### src/rtl/mdu_ctrl.sv
// mdu_ctrl: sequencing controller for the E-stage multiply/divide unit.
// Issues datapath start pulses, times the fixed mult/div latency and raises the HI/LO write strobes.
`ifndef MDU_OPS_DEFINED
`define MDU_OPS_DEFINED
`define MDU_none  4'd0
`define MDU_mult  4'd1
`define MDU_multu 4'd2
`define MDU_div   4'd3
`define MDU_divu  4'd4
`define MDU_mfhi  4'd5
`define MDU_mflo  4'd6
`define MDU_mthi  4'd7
`define MDU_mtlo  4'd8
`endif

module mdu_ctrl #(
   parameter int MUL_LAT = 5,
   parameter int DIV_LAT = 10,
   parameter int CNT_W   = 4
) (
   input  logic       clk,
   input  logic       reset,
   input  logic       req,
   input  logic [3:0] e_op,
   input  logic       d_mdu,
   output logic       stall,
   output logic       busy,
   output logic       dp_start,
   output logic [1:0] dp_kind,
   output logic       res_we,
   output logic       hi_we,
   output logic       lo_we,
   output logic       err
);

   typedef enum logic {IDLE, RUN} state_t;

   state_t           state;
   state_t           state_nxt;
   logic [CNT_W-1:0] cnt;
   logic [CNT_W-1:0] cnt_nxt;
   logic [CNT_W-1:0] op_lat;
   logic [1:0]       kind_q;
   logic [1:0]       kind_nxt;
   logic [1:0]       op_kind;
   logic             err_nxt;
   logic             is_arith;
   logic             is_mdu;
   logic             go;
   logic             idle_ok;

   // Decode the E-stage op; reset gating keeps every output low while reset is held.
   always_comb begin
      is_arith = 1'b0;
      is_mdu   = 1'b1;
      op_kind  = 2'b00;
      op_lat   = CNT_W'(MUL_LAT);
      case (e_op)
         `MDU_mult:  is_arith = 1'b1;
         `MDU_multu: begin
            is_arith = 1'b1;
            op_kind  = 2'b01;
         end
         `MDU_div: begin
            is_arith = 1'b1;
            op_kind  = 2'b10;
            op_lat   = CNT_W'(DIV_LAT);
         end
         `MDU_divu: begin
            is_arith = 1'b1;
            op_kind  = 2'b11;
            op_lat   = CNT_W'(DIV_LAT);
         end
         `MDU_mfhi, `MDU_mflo, `MDU_mthi, `MDU_mtlo: is_mdu = 1'b1;
         default: is_mdu = 1'b0;
      endcase
      idle_ok = (state == IDLE) & ~req & ~reset;
      go      = is_arith & idle_ok;
   end

   always_ff @(posedge clk or posedge reset) begin
      if (reset) begin
         state  <= IDLE;
         cnt    <= '0;
         kind_q <= 2'b00;
         err    <= 1'b0;
      end else begin
         state  <= state_nxt;
         cnt    <= cnt_nxt;
         kind_q <= kind_nxt;
         err    <= err_nxt;
      end
   end

   // An in-flight op is already committed, so req never disturbs the countdown.
   always_comb begin
      state_nxt = state;
      cnt_nxt   = cnt;
      kind_nxt  = kind_q;
      err_nxt   = err | ((state == RUN) & is_mdu);
      case (state)
         IDLE: begin
            if (go) begin
               state_nxt = RUN;
               cnt_nxt   = op_lat;
               kind_nxt  = op_kind;
            end
         end
         RUN: begin
            if (cnt == CNT_W'(1)) begin
               state_nxt = IDLE;
               cnt_nxt   = '0;
            end else begin
               cnt_nxt = cnt - CNT_W'(1);
            end
         end
         default: begin
            state_nxt = IDLE;
            cnt_nxt   = '0;
         end
      endcase
   end

   // dp_kind shows the decoded kind in the issue cycle so it is valid alongside dp_start.
   always_comb begin
      dp_start = go;
      dp_kind  = go ? op_kind : kind_q;
      busy     = go | (state == RUN);
      stall    = d_mdu & busy;
      res_we   = (state == RUN) & (cnt == CNT_W'(1));
      hi_we    = (e_op == `MDU_mthi) & idle_ok;
      lo_we    = (e_op == `MDU_mtlo) & idle_ok;
   end

endmodule

### config.mk
export PLATFORM = sky130hd
export DESIGN_NAME = mdu_ctrl
export DESIGN_NICKNAME = d
export VERILOG_FILES = /design/src/rtl/mdu_ctrl.sv
export SDC_FILE = /design/constraint.sdc
export NUM_CORES = 1
export LEC_CHECK = 0
export BUFFER_PORTS_ARGS = -buffer_cell sky130_fd_sc_hd__buf_2
export CAP_MARGIN = 10
export CELL_PAD_IN_SITES_DETAIL_PLACEMENT = 1
export CELL_PAD_IN_SITES_GLOBAL_PLACEMENT = 1
export CORE_MARGIN = 1
export CORE_UTILIZATION = 35
export DETAILED_ROUTE_END_ITERATION = 10
export HOLD_SLACK_MARGIN = 0.02
export PLACE_DENSITY_LB_ADDON = 0.1
export SLEW_MARGIN = 10
export SYNTH_ARGS = -nofsm -noshare
export SYNTH_HDL_FRONTEND = slang
export SYNTH_SLANG_ARGS = --single-unit
### constraint.sdc
create_clock -name clk -period 2.4 [get_ports clk]
set_clock_uncertainty 0.15 [all_clocks]
set_input_delay 0.12 -clock clk [delete_from_list [all_inputs] [get_ports clk]]
set_output_delay 0.12 -clock clk [all_outputs]
set_load 0.01 [all_outputs]
==> reports/qor.yml <==
run_status:
  status: "completed"
clocking:
  cts_root_buf: "clkbuf_4"
  cts_resized: 0
  htree_levels: 1
  cts_tree: "done"
  post_cts_buffers: 0
  clock-sinks: 8
  clk_latency_ns: 0.25
  cts_made_buffers: 3
  ctsHoldBuffers: 2
  path_clk_slew_ns: 0.05
  clockBufferDepth: 2
floorplanning:
  die_h_um: 40.9
  dieArea_um2: 1680
  die_x_um: 40.9
  rows: 13
  start_util_pct: 39.3
  core_um2: 1350
  ios: 17
sta:
  hold_ws_ns: 0.0831
  worst_pin_slew_ns: 0.432
  finalHoldViolCount: 0
  setup_tns_ns: 0
  finalSetupViolCount: 0
  rsz0062_at_grt: "no"
  maxClockFrequency_ghz: 0.434
  relSlewSlack_pct: 71.1
  period_needed_ns: 2.30
  slew_viol_final: 0
  min_period_over_period_pct: 95.9
  timing.final.ws_setup_ns: 0.0979
power:
  leakage_nw: 0.324
  p_total_mw: 0.567
  ir_drop_mv: 0.438
  p_per_area_nw_per_um2: 860
worst_setup_path:
  crit_slowest_cell: "dlygate4sd3_1"
  path_cells: "dlygate4sd3_1 > buf_2 > or4_1 > or3_4 > a21o_2 > buf_2"
  crit_required_ns: 2.13
  startpoint_type: "input pin"
  r2r_start: "state"
  cp-end-kind: "output port"
  worstSetupPathType: "in2out"
  cp_data_arrival_time_ns: 2.03
  cp_slowest_stage_delay_ns: 0.54
  critPathBufInv: 3
  path_common_cell: "buf_2"
  cp_top_family: "simple AND/OR/NAND/NOR gates"
  startpoint: "reset"
  crit_fanout: 10
worst_hold_path:
  hold_class: "in2reg"
  hp-start: "e_op[3]"
cells_and_area:
  finalNetCount: 87
  antenna_cells: 0
  fin_util_pct: 48.8
  syn2layout_area_growth_pct: 24.3
  drive_gt1_share_pct: 36.0
synth:
  synthFlopType: "dfrtp_1"
  async_reset_ff_share_pct: 100
  ys_ff_latch: 8
  yosys_warnings: 0
  synth_commonest_cells: "8 x dfrtp_1, 6 x nor3_1, 5 x inv_1"
  syn_area_per_cell_um2: 9.31
  synth_most_common_cell: "dfrtp_1"
  syn_area_um2: 531
  syn_inst: 57
  synth_nets: 67
  synth_compound_area_share_pct: 21.2
  synth.top_cell.area_share_pct: 37.7
  synth_fa_ha_area_share_pct: 4.72
  synth_top_family_by_area: "simple AND/OR/NAND/NOR gates"
  synth_area_leaders: "dfrtp_1 38%, a311o_1 7.5%, nor3_1 5.7%, xnor2_1 5.0%, ha_1 4.7%"
  synthSimpleGateAreaFrac_pct: 22.6
  synth_edf_count: 0
  muxShareOfSynthArea_pct: 0
  yosysTopAreaCell: "dfrtp_1"
  seq_area_frac_synth_pct: 37.7
  synthXorXnorAreaFrac_pct: 4.95
  synth_cell_type_count: 27
detailed_routing:
  vias_per_cell: 5.58
  routed_wl_um: 1180
  ant_nets: 0
  drc_errors: 0
  firstDrtPassIters: 4
  num_vias: 502
  wire_per_inst_um: 13.1
  drt_iter0_markers: 10
placement:
  hpwl_um: 873
  io_buffer_count: 16
  gp_congestion: 0.709
  pre_cts_ws_ns: 0.373
grt:
  grt_pass1_wl_um: 1730
  grt.total_usage_pct: 16.1
  antenna_found_initial: 0
  grt-ovfl-total: 0
  grt_pass1_vias: 433
  grt_max_degree: 11
flow_run:
  cap_violations: 0
## worst min-delay path, delay by kind of cell
kind                      cells  cell delay [ns]
buffers and inverters         1             0.10
xor gates and xnor gates      1             0.12
AOI/OAI and AO/OA             1             0.11
## path summary, 6_finish.rpt
kind / cells after the start / endpoint / slack [ns]
setup / recovery: 6 / dp_kind[1] / 0.1
hold / removal: 3 / err / 0.08
setup reg to reg: 3 / cnt[1] / 0.36
hold reg to reg: 1 / err / 0.31
max in group asynchronous: 3 / kind_q[0] / 1.64
min in group asynchronous: 3 / state / 0.23
## power breakdown
group	leakage, nW	internal [mW]	switching (mW)	total (mW)
clock network	0.0138	0.0574	0.0481	0.105
registers	0.0968	0.186	0.0498	0.236
logic	0.214	0.118	0.108	0.226
## routing by layer
layer / vias up / global-route usage [%] / part of all wire (%)
li1: 240 / - / -
met4: 0 / 12.5 / 1.4
met5: - / 0 / 0
met3: 2 / 3.26 / 4.6
met2: 16 / 24.2 / 44
met1: 244 / 19.9 / 49
## area by class of cell
type,instances,area (um^2)
clock buffers,3,22.5
fillers,175,691
inverters,5,18.8
multi-input cells,39,284
flip-flops and latches,8,200
well taps,15,18.8
repair buffers,20,115
## state kept, by name, indices dropped and copies added (netlist names)
register,count
err,1
kind_q,2
cnt,4
state,1
## stage by stage
| stage | cells | instance area (um^2) |
|---|---|---|
| floorplan | 57 | 531 |
| global placement | 85 | 617 |
| detailed placement | 85 | 617 |
| CTS | 90 | 659 |
| global route | 90 | 659 |
| finish | 90 | 659 |
## cell usage in the layout, fill, tap and decap left out
| master | count |
|---|---|
| ha_1 | 2 |
| or3b_2 | 1 |
| a311o_1 | 4 |
| nor3_1 | 6 |
| dfrtp_1 | 8 |
| a21oi_1 | 1 |
| or4_1 | 1 |
| o21ai_0 | 2 |
| inv_1 | 5 |
| or3_4 | 1 |
| nand2_1 | 2 |
| buf_4 | 2 |
| buf_2 | 16 |
| xnor2_1 | 3 |
| dlygate4sd3_1 | 2 |
| clkbuf_4 | 3 |
| a21boi_0 | 1 |
| and2_1 | 1 |
| nor2_1 | 3 |
| nand3b_1 | 1 |
| nand3_1 | 1 |
| nor3b_1 | 1 |
| a2bb2oi_1 | 2 |
| and3_2 | 1 |
| a21o_1 | 1 |
| o21a_1 | 1 |
| a21o_2 | 2 |
| or4b_2 | 1 |
## logic make-up after synthesis
| kind of cell | count (synthesis) |
|---|---|
| DFF | 8 |
| and+or+nand+nor | 20 |
| buffers and inverters | 10 |
| xor gates and xnor gates | 3 |
| adders and majority gates | 2 |
| AOI/OAI and AO/OA | 14 |
Note: power is estimated with default switching activity, not from simulation.
